===== config.mk =====
export PLATFORM = sky130hd
export DESIGN_NAME = hex_msg_scroller_flat
export DESIGN_NICKNAME = d
export VERILOG_FILES = /design/src/rtl/hex_msg_scroller_if.sv /design/src/rtl/hex_msg_scroller.sv /design/src/flat_wrapper.sv
export SDC_FILE = /design/constraint.sdc
export NUM_CORES = 1
export LEC_CHECK = 0
export CORE_MARGIN = 2
export CORE_UTILIZATION = 50
export DETAILED_ROUTE_END_ITERATION = 12
export MAX_ROUTING_LAYER = met4
export PLACE_DENSITY = 0.86
export SLEW_MARGIN = 20
export SYNTH_ARGS = -nofsm -noshare
export SYNTH_HDL_FRONTEND = slang
export SYNTH_SLANG_ARGS = --single-unit

===== constraint.sdc =====
create_clock -name clk -period 2.6 [get_ports clk]
set_input_delay 0.65 -clock clk [delete_from_list [all_inputs] [get_ports clk]]
set_output_delay 0.65 -clock clk [all_outputs]
set_load 0.01 [all_outputs]

===== src/rtl/hex_msg_scroller_if.sv =====
// Message-buffer write port for hex_msg_scroller.
// Switch/key logic is the master; the scroller is the slave.
interface hex_msg_scroller_if #(
  parameter int AW = 3
);
  logic          wr_en;
  logic [AW-1:0] wr_addr;
  logic [2:0]    wr_code;

  modport master (
    output wr_en,
    output wr_addr,
    output wr_code
  );

  modport slave (
    input wr_en,
    input wr_addr,
    input wr_code
  );
endinterface


===== src/rtl/hex_msg_scroller.sv =====
// Sliding-window message scroller driving DIGITS active-low
// seven-segment displays from a MSG_LEN-character buffer.
module hex_msg_scroller #(
  parameter int DIGITS  = 5,
  parameter int MSG_LEN = 8,
  parameter int DIV     = 50000000,
  localparam int AW     = (MSG_LEN > 1) ? $clog2(MSG_LEN) : 1,
  localparam int DW     = (DIV > 1) ? $clog2(DIV) : 1
) (
  input  logic                  clk,
  input  logic                  reset,
  hex_msg_scroller_if.slave     wr,
  input  logic                  run,
  input  logic                  dir,
  input  logic                  step,
  input  logic                  clear,
  output logic [7*DIGITS-1:0]   seg,
  output logic [AW-1:0]         ptr,
  output logic                  tick,
  output logic                  wrap
);

  localparam logic [1:0] S_IDLE  = 2'd0;
  localparam logic [1:0] S_RUN   = 2'd1;
  localparam logic [1:0] S_ARMED = 2'd2;

  localparam logic [AW-1:0] LAST = AW'(MSG_LEN - 1);
  localparam logic [DW-1:0] DTOP = DW'(DIV - 1);

  logic [2:0]    mem [MSG_LEN];
  logic [DW-1:0] div;
  logic [1:0]    state;
  logic          tick_c;
  logic          step_adv;
  logic          adv;
  logic [7*DIGITS-1:0] seg_d;
  logic [AW:0]   idx;

  function automatic logic [6:0] enc(input logic [2:0] code);
    logic [6:0] s;
    s = 7'h7F;
    unique case (code)
      3'd0: s = 7'h09;
      3'd1: s = 7'h4F;
      3'd2: s = 7'h03;
      3'd3: s = 7'h0C;
      3'd4: s = 7'h46;
      3'd5: s = 7'h06;
      3'd6: s = 7'h47;
      3'd7: s = 7'h7F;
    endcase
    return s;
  endfunction

  assign tick_c   = run && !clear && (div == DTOP);
  // A step held across run falling still counts once, unless already taken.
  assign step_adv = !run && step && (state != S_ARMED);
  assign adv      = tick_c || step_adv;

  always_ff @(posedge clk) begin
    if (reset) begin
      state <= S_IDLE;
    end else if (run) begin
      state <= S_RUN;
    end else if (step) begin
      state <= S_ARMED;
    end else begin
      state <= S_IDLE;
    end
  end

  always_ff @(posedge clk) begin
    if (reset) begin
      div  <= '0;
      tick <= 1'b0;
    end else begin
      tick <= tick_c;
      if (clear) begin
        div <= '0;
      end else if (run) begin
        div <= (div == DTOP) ? '0 : div + 1'b1;
      end
    end
  end

  always_ff @(posedge clk) begin
    if (reset) begin
      ptr  <= '0;
      wrap <= 1'b0;
    end else if (clear) begin
      ptr  <= '0;
      wrap <= 1'b0;
    end else if (adv) begin
      if (!dir) begin
        ptr  <= (ptr == LAST) ? '0 : ptr + 1'b1;
        wrap <= (ptr == LAST);
      end else begin
        ptr  <= (ptr == '0) ? LAST : ptr - 1'b1;
        wrap <= (ptr == '0);
      end
    end else begin
      wrap <= 1'b0;
    end
  end

  always_ff @(posedge clk) begin
    if (reset) begin
      for (int i = 0; i < MSG_LEN; i++) begin
        mem[i] <= 3'd7;
      end
    end else if (wr.wr_en &&
                 ({1'b0, wr.wr_addr} < (AW+1)'(MSG_LEN))) begin
      mem[wr.wr_addr] <= wr.wr_code;
    end
  end

  always_comb begin
    seg_d = '1;
    idx   = '0;
    for (int k = 0; k < DIGITS; k++) begin
      idx = {1'b0, ptr} + (AW+1)'(k);
      if (idx >= (AW+1)'(MSG_LEN)) begin
        idx = idx - (AW+1)'(MSG_LEN);
      end
      seg_d[7*k +: 7] = enc(mem[idx[AW-1:0]]);
    end
  end

  always_ff @(posedge clk) begin
    if (reset) begin
      seg <= '1;
    end else begin
      seg <= seg_d;
    end
  end

endmodule

===== src/flat_wrapper.sv =====
// flat-port wrapper written by rule: the top's interface ports become plain ports
module hex_msg_scroller_flat 
#(
  parameter int DIGITS  = 5,
  parameter int MSG_LEN = 8,
  parameter int DIV     = 50000000,
  localparam int AW     = (MSG_LEN > 1) ? $clog2(MSG_LEN) : 1,
  localparam int DW     = (DIV > 1) ? $clog2(DIV) : 1
)
  (clk, reset, run, dir, step, clear, seg, ptr, tick, wrap, wr_wr_en, wr_wr_addr, wr_wr_code);
  hex_msg_scroller_if wr_i ();
  input  logic clk;
  input  logic reset;
  input  logic run;
  input  logic dir;
  input  logic step;
  input  logic clear;
  output logic [7*DIGITS-1:0] seg;
  output logic [AW-1:0] ptr;
  output logic tick;
  output logic wrap;
  input wire logic [$bits(wr_i.wr_en)-1:0] wr_wr_en;
  input wire logic [$bits(wr_i.wr_addr)-1:0] wr_wr_addr;
  input wire logic [$bits(wr_i.wr_code)-1:0] wr_wr_code;
  assign wr_i.wr_en = wr_wr_en;
  assign wr_i.wr_addr = wr_wr_addr;
  assign wr_i.wr_code = wr_wr_code;
  hex_msg_scroller #(.DIGITS(DIGITS), .MSG_LEN(MSG_LEN), .DIV(DIV)) u_core (.clk(clk), .reset(reset), .wr(wr_i), .run(run), .dir(dir), .step(step), .clear(clear), .seg(seg), .ptr(ptr), .tick(tick), .wrap(wrap));
endmodule

# Word level (Yosys, flattened, before mapping)
# Memories as Yosys holds them, arrays and structs flattened. A register that Yosys moved wholly into a read port is not among the register bits.
# Cells that the tools add are included.
# word_totals
reg_bits,33
ram_bits,24
romBits,280
in_bits,13
output_inout_bits,40
elab_cells,65
n_memories,6
# classes
addsub,12
n_lt_le_gt_ge,5
n_eq_ne,3
n_mux,20
bitwise,1
n_reduce_logical,12
# memory_table
name,depth,width,rd,rd_clocked_by_memory_dff,write_ports,line,rtl
(no name shown),8,7,1,1,0,hex_msg_scroller.sv:42,unique case (code)
(no name shown),8,7,1,1,0,hex_msg_scroller.sv:42,
(no name shown),8,7,1,1,0,hex_msg_scroller.sv:42,
(no name shown),8,7,1,1,0,hex_msg_scroller.sv:42,
(no name shown),8,7,1,1,0,hex_msg_scroller.sv:42,
u_core.mem,8,3,5,0,8,hex_msg_scroller.sv:30,logic [2:0] mem [MSG_LEN];
# op_table
op,count
two-way mux 3 bit,10
"adder 26 x 1 -> 26 bit, second input constant",1
"equality test 26 bit, second input constant",1
two-way mux 26 bit,1
"subtractor 3 x 1 -> 3 bit, second input constant",6
">= comparator 4 bit, second input constant",4
"adder 3 x 2 -> 4 bit, second input constant",2
two-way mux 1 bit,8
OR reduction 3 bit,2
"adder 3 x 1 -> 4 bit, second input constant",1
"adder 3 x 3 -> 4 bit, second input constant",1
">= comparator 3 x 4 -> 1 bit, second input constant",1
logical AND 1 bit,4
OR reduction 2 bit,2
"adder 3 x 1 -> 3 bit, second input constant",1
"equality test 3 bit, second input constant",1
zero test 3 bit,1
zero test 1 bit,2
two-way mux 2 bit,1
"inequality test 2 bit, second input constant",1
logical OR 1 bit,1
inverter 1 bit,1

# Depth between registers and ports, before layout
# Gate-level depths: netlist (run 1).
# depth
ltp_word,6
depth_mapped,10

# Least setup slack after synthesis (run 1)
# No wires, ideal clock.
# synth_path
path_kind,register -> register
start,reg u_core.ptr[0]
end,reg u_core.seg[27]
setup_ns,0.114
t_arrival_ns,2.616
t_required_ns,2.486
setup_slack_ns,-0.130
stages_incl_launch_ff,10
synth_period_minus_slack_ns,2.730
cell_sequence,dfxtp_1 buf_4 buf_2 inv_1 ha_1 xor2_1 mux4_2 ha_1 or2_2 a21o_1
# synth_between
elab_chain_len,4
# synth_lines
item,line,rtl
"start, declared",hex_msg_scroller.sv:18,"output logic [AW-1:0] ptr,"
"start signal, assigned",hex_msg_scroller.sv:95,ptr <= (ptr == LAST) ? '0 : ptr + 1'b1;
"start signal, assigned",hex_msg_scroller.sv:98,ptr <= (ptr == '0) ? LAST : ptr - 1'b1;
adder 3 x 2 -> 4 bit (*),hex_msg_scroller.sv:121,"idx = {1'b0, ptr} + (AW+1)'(k);"
>= comparator 4 bit or subtractor 3 x 1 -> 3 bit (tied branches),"hex_msg_scroller.sv:122, hex_msg_scroller.sv:123",
two-way mux 3 bit (*),hex_msg_scroller.sv:122,if (idx >= (AW+1)'(MSG_LEN)) begin
memory (8 x 3 bit) (*),n/a,
"end, declared",hex_msg_scroller.sv:17,"output logic [7*DIGITS-1:0] seg,"
# Mark *: on every way between the ends. The rest lies on a longest branch, timed or not.
# A chain may end at the register's enable or synchronous reset.

# Worst setup path after layout (run 1)
# layout_path
start,reg u_core.ptr[1]
end,reg u_core.seg[27]
# The elaborated chain is that of the path after synthesis.

==> run metrics, run 1 <==
Die Area 0.0101 sq mm; Startpoint Class flip-flop; Layout Area Growth over Synthesis 17.5%; xor and xnor fraction of the mapped netlist area 4.71%; Syn Inst Count 421; Slew @ Worst Pin 0.496 ns; clock insertion delay at the later pin of the skew report 0.36 ns; relative contribution of sequential cells to total power 52.4%; number of endpoints with negative hold slack in the final report 0; Yosys top cell area share 28.4%; via count 3187; highest-delay cell along the critical path sky130_fd_sc_hd__mux4_2; min Tclk post-route 2.38 ns; most numerous cell in the Yosys netlist sky130_fd_sc_hd__dfxtp_1; count of buffers inserted at the top-level ports 52; number of maximum-capacitance constraint violations 0; number of nets still failing antenna checks after routing 0; TritonCTS buffer count 9; maximum ir drop on the vdd rail 0.000312 V; Final nets 514; initial DRC count 190; CP Data Arrival Time 2.63 ns; pin count of the biggest net entering global routing 38; Netlist Area Pre-Place 0.00465 sq mm; Peak Freq 420 MHz; sum of met3 wire segment lengths after detailed routing 377 um; Post-Place Cell Area 0.00527 sq mm; Final Skew 0.0129 ns; cell type with the highest aggregate area in the netlist sky130_fd_sc_hd__dfxtp_1; switching fraction of total power 25.6%; Post-route DRC 0; row count 35; worst hold path depth 2; length of routed wiring on met1 3950 um; post-synthesis mux area share 16.3%; ranking of synthesized cells by instance count sky130_fd_sc_hd__dfxtp_1 (66), sky130_fd_sc_hd__nor2_1 (42), sky130_fd_sc_hd__nand2_1 (30); category of the critical setup timing path reg -> reg; WL per Instance 15.3 um; total net switching power 0.761 mW; final setup vio count 0; initial antenna violation count 0; TritonRoute pass-1 iters 4; post-route worst hold slack 0.508 ns; post-route fraction of the period consumed by the critical path 91.5%; prevailing post-synth register cell sky130_fd_sc_hd__dfxtp_1; DIE HEIGHT 100 um; register bit count reported by yosys 90; cell area power density 546 mW/mm^2; global-route usage over all layers 19.5%; internal power of the cells 2.22 mW; filler-free cell count of the finished design 592; cells resized by post-CTS repair 0; drt via density 5.38; last weighted congestion value of the routability-driven placer 0.881; Post-Synth Adder-Cell Area 6.73%; hold buffers post-CTS 0; number of synthesized flops with an enable pin 24; uppermost layer routed met4; initial cell density of the core 51.0%; wire length of the first global-routing pass 15100 um; portion of the post-synthesis area used by sequential elements 43.9%; antenna diode count 0; horizontal die dimension 100 um; number of clock sinks 90; share of layout cells above drive strength 1 17.3%; HPWL Detailed 6810 um; Routed met2 length 4590 um; leakage power figure 2.06 nW; cell type with the highest occurrence count on the critical path sky130_fd_sc_hd__ha_1; Net Count, Synth 459; largest fanout on the critical path 4; GR Overflow Total 0; dpl cells 576; Filler cells 739; I/O Pins 53; post-synthesis cell type count 48; clock slew at the register clock pins of the worst setup and hold paths 0.09 ns; depth of the worst register-to-register path 7; power share of the combinational group 17.2%; deepest level of the CTS H-tree 3; simple logic cell fraction of the synthesized area 19.3%; vias in the first global route 3043; compound-cell area share of the yosys netlist 4.66%; fin area 0.00546 sq mm; CP endpoint kind flip-flop; worst slew margin relative to its limit 66.9%; CTS tree done; RSZ-0062 raised after global routing no; wire length reported by the detailed router 9030 um; proportion of power drawn by the clock network 30.4%; outcome complete, no violations; async set or reset register ratio after synthesis 0%; final-report max-slew violation count 0; Yosys warning count 0; min-delay worst type reg -> reg; share of the core filled with cells in the final layout 60.0%; largest cells by area after synthesis sky130_fd_sc_hd__dfxtp_1 (28%), sky130_fd_sc_hd__edfxtp_1 (16%), sky130_fd_sc_hd__mux4_2 (8.7%), sky130_fd_sc_hd__ha_1 (6.7%), sky130_fd_sc_hd__mux2i_1 (5.4%); Post-Route Setup TNS 0 ns; buffer count from post-CTS setup fixing 0; clock root buffer sky130_fd_sc_hd__clkbuf_8; Critical Path, Cell by Cell clkinv_1 -> ha_1 -> xor2_2 -> mux4_2 -> ha_1 -> or2_2 -> a21o_1; maximum cell stage delay along the critical path 0.59 ns; core region area 0.00911 sq mm; CTS Buffer Depth 2; largest family of logic cells by synthesized area simple AND/OR/NAND/NOR gates; mean instance size in the synthesized netlist 11.0 sq um; required time at the endpoint of the critical path 2.85 ns
==> sequential cells by signal, indices dropped and copies added, names as in the netlist, named ones only <==
register,count
u_core.wrap,1
u_core.div,26
u_core.tick,1
u_core.seg,30
u_core.ptr,3
u_core.mem,24
u_core.state,2
==> kinds of logic (layout without fill, tap and decap cells) <==
kind of cell	count (synthesis)	in the layout
buffers and inverters	35	95
AOI/OAI and AO/OA	28	28
xor gates and xnor gates	25	25
and+or+nand+nor	166	166
DFF	90	90
muxes	52	52
adders and majority gates	25	25
==> metal layers <==
metal / up-vias / global-route usage (%)
li1: 1578 / -
met1: 1514 / 24.4
met2: 82 / 31.8
met3: 13 / 4.18
met4: 0 / 5.90
met5: - / -
==> area by class of cell <==
class | instances | area [sq um] | share of cell area, %
Clock buffer | 13 | 169 | 3.09
Tap cell | 111 | 139 | 2.54
Clock inverter | 3 | 21.3 | 0.389
Multi-Input combinational cell | 296 | 2410 | 44.1
Inverter | 15 | 56.3 | 1.03
Sequential cell | 90 | 2040 | 37.4
Timing Repair Buffer | 64 | 623 | 11.4
==> final timing paths <==
kind	slack [ns]	end	from
worst max register to register	0.22	u_core.seg[27]$_SDFF_PP1_	u_core.ptr[1]$_SDFFE_PP0N_
worst min-delay path	0.51	u_core.div[25]$_SDFFE_PP0P_	u_core.div[25]$_SDFFE_PP0P_
worst max-delay path	0.22	u_core.seg[27]$_SDFF_PP1_	u_core.ptr[1]$_SDFFE_PP0N_
worst min register to register	0.51	u_core.div[25]$_SDFFE_PP0P_	u_core.div[25]$_SDFFE_PP0P_
==> worst max-delay path: cells and delay by family (launching register included) <==
family / cells / cell delay [ns]
adder cells (fa/ha/maj): 2 / 0.47
AO/OA/AOI/OAI: 1 / 0.15
buffers and inverters: 1 / 0.13
AND/OR/NAND/NOR: 1 / 0.28
XOR/XNOR: 1 / 0.24
multiplexers: 1 / 0.59
flip-flops: 1 / 0.40
==> through the flow <==
| stage | power, mW | setup WS (ns) |
|---|---|---|
| after floorplan | 1.90 | 0.0111 |
| after global placement | 2.08 | 0.0117 |
| after detailed placement | 2.11 | -0.0856 |
| after CTS | 2.99 | 0.218 |
| after global routing | 3.11 | 0.0820 |
| final | 2.98 | 0.221 |
==> power groups by stage <==
| stage | combinational [mW] | clock (mW) | sequential, mW |
|---|---|---|---|
| after global routing | 0.560 | 0.976 | 1.57 |
| after floorplan | 0.299 | 0 | 1.61 |
| after CTS | 0.515 | 0.910 | 1.56 |
| after detailed placement | 0.512 | 0 | 1.59 |
| after global placement | 0.496 | 0 | 1.59 |
| final | 0.513 | 0.905 | 1.56 |
==> layout by cell type (no fill, tap or decap), drive strengths merged, types with 2 or more instances in the layout <==
master and n:
nor2b 4, a21oi 3, buf 12, mux2i 25
nand3b 4, clkdlybuf4s50 52, nand2b 14, nor2 42
and3 5, nor4 3, mux2 9, edfxtp 24
clkinvlp 2, inv 15, nor3b 4, nor3 3
mux4 18, nand2 30, or2 26, nand4 10
xnor2 6, ha 25, xor2 19, nand3 9
dfxtp 66, and4 3, or3 6, a21o 10
clkbuf 13, a211o 6, a211oi 2
Note: power is estimated with default switching activity, not from simulation.
==> run 2, diff against run 1 <==
CTS_CLUSTER_DIAMETER = 150   (was default)
==> results of run 2 <==
Same layout as run 1: the final DEF is identical, and so are final timing and power.
